==> src/rtl/pulse_sched_pkg.sv <==
// rtl/pulse_sched_pkg.sv - shared state type and default sizing for the pulse scheduler
package pulse_sched_pkg;

  typedef enum logic [1:0] {
    IDLE  = 2'd0,
    PULSE = 2'd1,
    GAP   = 2'd2
  } state_t;

  localparam int N_CH_DEF  = 4;
  localparam int GAP_W_DEF = 4;

endpackage

==> src/rtl/pulse_sched_if.sv <==
// rtl/pulse_sched_if.sv - request/strobe bundle between requesters and the pulse scheduler
interface pulse_sched_if
  import pulse_sched_pkg::*;
#(
  parameter int N_CH  = N_CH_DEF,
  parameter int GAP_W = GAP_W_DEF
);
  localparam int CH_W = (N_CH > 1) ? $clog2(N_CH) : 1;

  logic              en;
  logic [GAP_W-1:0]  gap_cfg;
  logic [N_CH-1:0]   req_i;
  logic              pulse_o;
  logic [CH_W-1:0]   pulse_ch_o;
  logic [N_CH-1:0]   pending_o;
  logic              busy_o;
`ifdef PULSE_SCHED_OVF_EN
  logic              ovf_clr;
  logic [N_CH-1:0]   ovf_o;

  modport master (output en, gap_cfg, req_i, ovf_clr,
                  input  pulse_o, pulse_ch_o, pending_o, busy_o, ovf_o);
  modport slave  (input  en, gap_cfg, req_i, ovf_clr,
                  output pulse_o, pulse_ch_o, pending_o, busy_o, ovf_o);
`else
  modport master (output en, gap_cfg, req_i,
                  input  pulse_o, pulse_ch_o, pending_o, busy_o);
  modport slave  (input  en, gap_cfg, req_i,
                  output pulse_o, pulse_ch_o, pending_o, busy_o);
`endif

endinterface

==> src/rtl/pulse_sched_rr.sv <==
// rtl/pulse_sched_rr.sv - combinational round-robin picker over the pending vector
module pulse_sched_rr #(
  parameter int N_CH = 4,
  parameter int CH_W = 2
) (
  input  logic [N_CH-1:0] pending,
  input  logic [CH_W-1:0] ptr,
  output logic            valid,
  output logic [CH_W-1:0] grant
);

  logic [2*N_CH-1:0] dbl;
  logic [N_CH-1:0]   win;
  logic [CH_W:0]     sum;

  // Rotating a doubled copy puts ptr at bit 0, so the lowest set bit is the winner.
  always_comb begin
    dbl   = {pending, pending};
    win   = N_CH'(dbl >> ptr);
    valid = |pending;
    sum   = '0;
    for (int j = N_CH - 1; j >= 0; j--) begin
      if (win[j]) sum = {1'b0, ptr} + (CH_W + 1)'(j);
    end
    if (sum >= (CH_W + 1)'(N_CH)) grant = CH_W'(sum - (CH_W + 1)'(N_CH));
    else                           grant = sum[CH_W-1:0];
  end

endmodule

==> src/rtl/pulse_sched.sv <==
// rtl/pulse_sched.sv - round-robin one-strobe pulse scheduler; PULSE_SCHED_OVF_EN adds sticky overflow flags
module pulse_sched
  import pulse_sched_pkg::*;
#(
  parameter int N_CH  = N_CH_DEF,
  parameter int GAP_W = GAP_W_DEF
) (
  input logic        clk,
  input logic        reset,
  pulse_sched_if.slave bus
);

  localparam int CH_W = (N_CH > 1) ? $clog2(N_CH) : 1;

  state_t            state, state_n;
  logic [N_CH-1:0]   req_q, rise, pending, grant_vec;
  logic [CH_W-1:0]   ptr, pulse_ch, rr_grant, ptr_n;
  logic              rr_valid, grant_en;
  logic [GAP_W-1:0]  cnt;

  pulse_sched_rr #(.N_CH(N_CH), .CH_W(CH_W)) u_rr (
    .pending (pending),
    .ptr     (ptr),
    .valid   (rr_valid),
    .grant   (rr_grant)
  );

  assign rise      = bus.req_i & ~req_q;
  assign grant_en  = (state == IDLE) && bus.en && rr_valid;
  assign grant_vec = grant_en ? (N_CH'(1) << rr_grant) : '0;
  assign ptr_n     = (rr_grant == CH_W'(N_CH - 1)) ? '0 : rr_grant + 1'b1;

  always_ff @(posedge clk) begin
    if (reset) state <= IDLE;
    else       state <= state_n;
  end

  always_comb begin
    state_n = state;
    case (state)
      IDLE:    if (grant_en) state_n = PULSE;
      PULSE:   state_n = (bus.gap_cfg == '0) ? IDLE : GAP;
      GAP:     if (cnt == GAP_W'(1)) state_n = IDLE;
      default: state_n = IDLE;
    endcase
  end

  always_comb begin
    bus.pulse_o = (state == PULSE);
    bus.busy_o  = (state != IDLE);
  end

  // req_q resets high so a request held through reset does not count as an edge.
  always_ff @(posedge clk) begin
    if (reset) begin
      req_q    <= '1;
      pending  <= '0;
      ptr      <= '0;
      cnt      <= '0;
      pulse_ch <= '0;
    end else begin
      req_q   <= bus.req_i;
      pending <= (pending & ~grant_vec) | rise;
      if (grant_en) begin
        pulse_ch <= rr_grant;
        ptr      <= ptr_n;
      end
      if (state == PULSE)    cnt <= bus.gap_cfg;
      else if (state == GAP) cnt <= cnt - 1'b1;
    end
  end

  assign bus.pulse_ch_o = pulse_ch;
  assign bus.pending_o  = pending;

`ifdef PULSE_SCHED_OVF_EN
  logic [N_CH-1:0] ovf;

  always_ff @(posedge clk) begin
    if (reset) ovf <= '0;
    else       ovf <= (ovf & ~{N_CH{bus.ovf_clr}}) | (rise & pending & ~grant_vec);
  end

  assign bus.ovf_o = ovf;
`endif

endmodule

==> src/flat_wrapper.sv <==
// flat-port wrapper written by rule: the top's interface ports become plain ports
module pulse_sched_flat import pulse_sched_pkg::*;
#(
  parameter int N_CH  = N_CH_DEF,
  parameter int GAP_W = GAP_W_DEF
)
  (clk, reset, bus_en, bus_gap_cfg, bus_req_i, bus_pulse_o, bus_pulse_ch_o, bus_pending_o, bus_busy_o);
  pulse_sched_if #(.N_CH(N_CH), .GAP_W(GAP_W)) bus_i ();
  input logic clk;
  input logic reset;
  input wire logic [$bits(bus_i.en)-1:0] bus_en;
  input wire logic [$bits(bus_i.gap_cfg)-1:0] bus_gap_cfg;
  input wire logic [$bits(bus_i.req_i)-1:0] bus_req_i;
  output wire logic [$bits(bus_i.pulse_o)-1:0] bus_pulse_o;
  output wire logic [$bits(bus_i.pulse_ch_o)-1:0] bus_pulse_ch_o;
  output wire logic [$bits(bus_i.pending_o)-1:0] bus_pending_o;
  output wire logic [$bits(bus_i.busy_o)-1:0] bus_busy_o;
  assign bus_i.en = bus_en;
  assign bus_i.gap_cfg = bus_gap_cfg;
  assign bus_i.req_i = bus_req_i;
  assign bus_pulse_o = bus_i.pulse_o;
  assign bus_pulse_ch_o = bus_i.pulse_ch_o;
  assign bus_pending_o = bus_i.pending_o;
  assign bus_busy_o = bus_i.busy_o;
  pulse_sched #(.N_CH(N_CH), .GAP_W(GAP_W)) u_core (.clk(clk), .reset(reset), .bus(bus_i));
endmodule
==> config.mk <==
export PLATFORM = sky130hd
export DESIGN_NAME = pulse_sched_flat
export DESIGN_NICKNAME = d
export VERILOG_FILES = /design/src/rtl/pulse_sched_pkg.sv /design/src/rtl/pulse_sched_if.sv /design/src/rtl/pulse_sched_rr.sv /design/src/rtl/pulse_sched.sv /design/src/flat_wrapper.sv
export SDC_FILE = /design/constraint.sdc
export NUM_CORES = 1
export LEC_CHECK = 0
export ABC_AREA = 0
export CAP_MARGIN = 0
export CORE_ASPECT_RATIO = 0.5
export CORE_MARGIN = 5
export CORE_UTILIZATION = 35
export DETAILED_ROUTE_END_ITERATION = 10
export MAX_ROUTING_LAYER = met4
export PLACE_DENSITY_LB_ADDON = 0.1
export SETUP_SLACK_MARGIN = 0.3
export SLEW_MARGIN = 10
export SYNTH_ARGS = -nofsm -noshare
export SYNTH_HDL_FRONTEND = slang
export SYNTH_HIERARCHICAL = 1
export SYNTH_SLANG_ARGS = --single-unit
==> constraint.sdc <==
create_clock -name clk -period 1.9 [get_ports clk]
set_input_delay 0.38 -clock clk [delete_from_list [all_inputs] [get_ports clk]]
set_output_delay 0.38 -clock clk [all_outputs]
set_load 0.005 [all_outputs]
==> results.sh <==
export IMPL_drcViolationCount=0
export IMPL_clockRootBuffer="clkbuf_8"
export IMPL_drt_iter0_drc=17
export IMPL_r2r_start="u_core/ptr[0]$_SDFFE_PP0P_"
export IMPL_rr_worst_depth=7
export IMPL_setup_violations=0
export IMPL_fin_nets=158
export IMPL_sw_frac_of_total_pct=29.1
export IMPL_synth_edf_count=0
export IMPL_synth_area_per_cell_um2=8.45
export IMPL_fmax_mhz=633
export IMPL_worst_pin_slew_ns=0.289
export IMPL_synthCells=113
export IMPL_drt_vias_per_instance=4.65
export IMPL_power_leakage_nw=0.526
export IMPL_first_pass_iters=4
export IMPL_yosysSeqAreaShare_pct=37.7
export IMPL_outcome="finished, final reports clean"
export IMPL_ioPinCount=19
export IMPL_synth_fp_nets=133
export IMPL_crit_chain="buf_4 > nand2b_1 > a21oi_2 > a21oi_2 > ha_1 > or3_1 > a21oi_1"
export IMPL_htree_levels=1
export IMPL_place_congestion=0.757
export IMPL_whs_endpoint="u_core/bus.pending_o[0]$_SDFF_PP0_"
export IMPL_holdWs_ns=0.474
export IMPL_finalCriticalPeriod_ns=1.58
export IMPL_start_util_pct=36.7
export IMPL_fin_util_pct=50.6
export IMPL_clkPwrFrac_pct=26.1
export IMPL_hold_path_class="flop to flop"
export IMPL_antenna_cells=0
export IMPL_dr_wl_met2_um=840
export IMPL_die_area_mm2=0.00394
export IMPL_p_sw_w=0.000295
export IMPL_area_growth_pct=38.0
export IMPL_drive_above_1_share_pct=27.2
export IMPL_synth_seq_cells=18
export IMPL_pwr_share_seq_pct=44.0
export IMPL_dp_cells=169
export IMPL_layout_cells_non_filler=173
export IMPL_max_slew_margin_pct=80.7
export IMPL_clk_pin_slew_ns=0.07
export IMPL_p_comb_share_pct=30.0
export IMPL_finalClockSkew_ns=0.000974
export IMPL_min_delay_path_depth=2
export IMPL_cpMostUsedCell="a21oi_2"
export IMPL_cp_arrival_ns=1.77
export IMPL_yosys_warnings=6
export IMPL_die_w_um=83.9
export IMPL_maxSlewViolCount=0
export IMPL_reg2reg_slack_ns=0.32
export IMPL_fillers=272
export IMPL_cts_sinks=18
export IMPL_wl_um=1990
export IMPL_cts_buffer_depth=2
export IMPL_worstPathMaxFanout=4
export IMPL_p_per_area_mw_per_mm2=770
export IMPL_cpMaxStageDelayCell="or3_1"
export IMPL_met3_length_um=91
export IMPL_synth_main_ff_cell="dfxtp_1"
export IMPL_cts_tree="yes"
export IMPL_clock_latency_ns=0.25
export IMPL_numPortBuffers=18
export IMPL_die_h_um=46.9
export IMPL_num_rows=13
export IMPL_worst_setup_path_type="flop to flop"
export IMPL_dp_hpwl_um=1460
export IMPL_synthesis_area_um2=955
export IMPL_tns_ns=0
export IMPL_cpPeakStageDelay_ns=0.34
export IMPL_grt_overflow=0
export IMPL_synthArstFlopShare_pct=0
export IMPL_rsz0062_at_grt="yes"
export IMPL_path_delay_family="simple AND/OR/NAND/NOR gates"
export IMPL_num_vias=804
export IMPL_grt_max_degree=13
export IMPL_core_area_mm2=0.00260
export IMPL_cts_buffers=3
export IMPL_grtUsageTotal_pct=11.7
export IMPL_post_drt_wl_per_cell_um=11.5
export IMPL_hold_viol_final=0
export IMPL_cts_hold_buf=0
export IMPL_startpoint_type="flop"
export IMPL_max_cap_violations=0
export IMPL_top_layer_used="met4"
export IMPL_ant_nets=0
export IMPL_worstPathBufferInverterCount=1
export IMPL_grt_antenna_before_repair=0
export IMPL_worst_r2r_endpoint="u_core/ptr[0]$_SDFFE_PP0P_"
export IMPL_post_route_period_util_pct=83.1
export IMPL_hp_start="u_core/req_q[0]$_SDFF_PP1_"
export IMPL_cp_data_required_time_ns=2.09
export IMPL_ir_drop_mv=0.305
export IMPL_cp_end_kind="flop"
export IMPL_grt_pass1_wl_um=3430
export IMPL_synth_cell_types=32
export IMPL_grt_pass1_vias=784
export IMPL_drt_met1_wl_um=1040
export IMPL_internal_power_w=0.000719
synth_stat cells, drive strengths merged, types with 2 or more instances:
library cell  count  area, um^2
a21oi            13        65.1
mux2i             3        30.0
clkbuf            2        7.51
nand2b            6        37.5
ha                9         113
nand2             3        11.3
inv              17        63.8
or2               4        25.0
nand3             2        10.0
dfxtp            18         360
nor2              9        33.8
o21ai             8        40.0
buf               2        12.5
per-stage QoR:
stage | power (W) | setup slack (ns) | instance area (um^2)
2_1_floorplan | 0.000630 | 0.303 | 958
3_3_place_gp | 0.000727 | 0.212 | 1200
3_5_place_dp | 0.000726 | 0.214 | 1200
4_1_cts | 0.00102 | 0.293 | 1280
5_1_grt | 0.00110 | 0.221 | 1320
6_report | 0.00101 | 0.321 | 1320
area by class of cell:
| cell class | count | area, um^2 | area share (%) |
|---|---|---|---|
| Tap cell | 37 | 46.3 | 3.51 |
| Timing Repair Buffer | 24 | 223 | 16.9 |
| Sequential cell | 18 | 373 | 28.3 |
| Inverter | 17 | 63.8 | 4.84 |
| Multi-Input combinational cell | 74 | 571 | 43.3 |
| Clock buffer | 3 | 41.3 | 3.13 |
cell families (layout without fill, tap and decap cells):
family | after synthesis | in the layout | share of synthesized area (%)
flip-flops | 18 | 18 | 37.7
AND/OR/NAND/NOR | 30 | 30 | 16.8
adder cells (fa/ha/maj) | 9 | 9 | 11.8
buffers and inverters | 21 | 44 | 8.78
AO/OA/AOI/OAI | 31 | 31 | 20.6
multiplexers | 4 | 4 | 4.33
state kept, by name (all words and copies together) (netlist names):
signal                 count
u_core/bus.pending_o       4
u_core/bus.pulse_ch_o      2
u_core/ptr                 2
u_core/state               2
u_core/req_q               4
u_core/cnt                 4
metal layers:
metal / track usage (%) / vias to the layer above
li1: - / 428
met1: 13.9 / 358
met2: 18.5 / 13
met3: 4.55 / 5
met4: 3.85 / 0
met5: - / -
cell usage in the layout (no fill, tap or decap), types with 2 or more instances in the layout:
cell             count
nor2_1               8
nand3_1              2
ha_1                 7
o21ai_0              5
o21ai_1              3
or2_2                4
dfxtp_1             10
nand2_1              3
inv_1               12
dfxtp_2              7
clkbuf_8             3
ha_4                 2
mux2i_1              3
a21oi_1              9
inv_2                5
nand2b_1             6
a21oi_2              3
dlygate4sd2_1        2
clkdlybuf4s50_1     16
buf_4                6
worst max-delay path by stage:
stage / from / end / slack (ns) / cells past startpoint
after detailed placement: u_core/bus.pending_o[1]$_SDFF_PP0_ / u_core/ptr[1]$_SDFFE_PP0P_ / 0.21 / 7
after global placement: bus_gap_cfg[0] / u_core/state[1]$_SDFFE_PP0P_ / 0.21 / 4
after floorplan: u_core/bus.pending_o[1]$_SDFF_PP0_ / u_core/ptr[1]$_SDFFE_PP0P_ / 0.30 / 7
final: u_core/ptr[0]$_SDFFE_PP0P_ / u_core/ptr[0]$_SDFFE_PP0P_ / 0.32 / 7
after global routing: u_core/ptr[0]$_SDFFE_PP0P_ / u_core/ptr[0]$_SDFFE_PP0P_ / 0.22 / 7
after CTS: u_core/bus.pending_o[3]$_SDFF_PP0_ / bus_pending_o[3] / 0.29 / 1
tightest hold or removal path: cells and delay by family (launching register included):
kind | cells | cell delay, ns
flip-flops | 1 | 0.30
AND/OR/NAND/NOR | 1 | 0.09
AO/OA/AOI/OAI | 1 | 0.05
power by group through the flow:
stage	combinational, W	clock [W]	sequential, W
floorplan	0.000187	0	0.000443
global placement	0.000278	0	0.000449
detailed placement	0.000277	0	0.000449
CTS	0.000294	0.000278	0.000444
global route	0.000347	0.000296	0.000453
finish	0.000304	0.000264	0.000446
repair_timing:
item                                    CTS  global route
endpoints found under the setup margin    9            11
pin swaps                                 1             3
hold endpoints to repair                  0             0
gates resized for setup                  14            14
setup buffers                             1             0
Note: power is estimated with default switching activity, not from simulation.
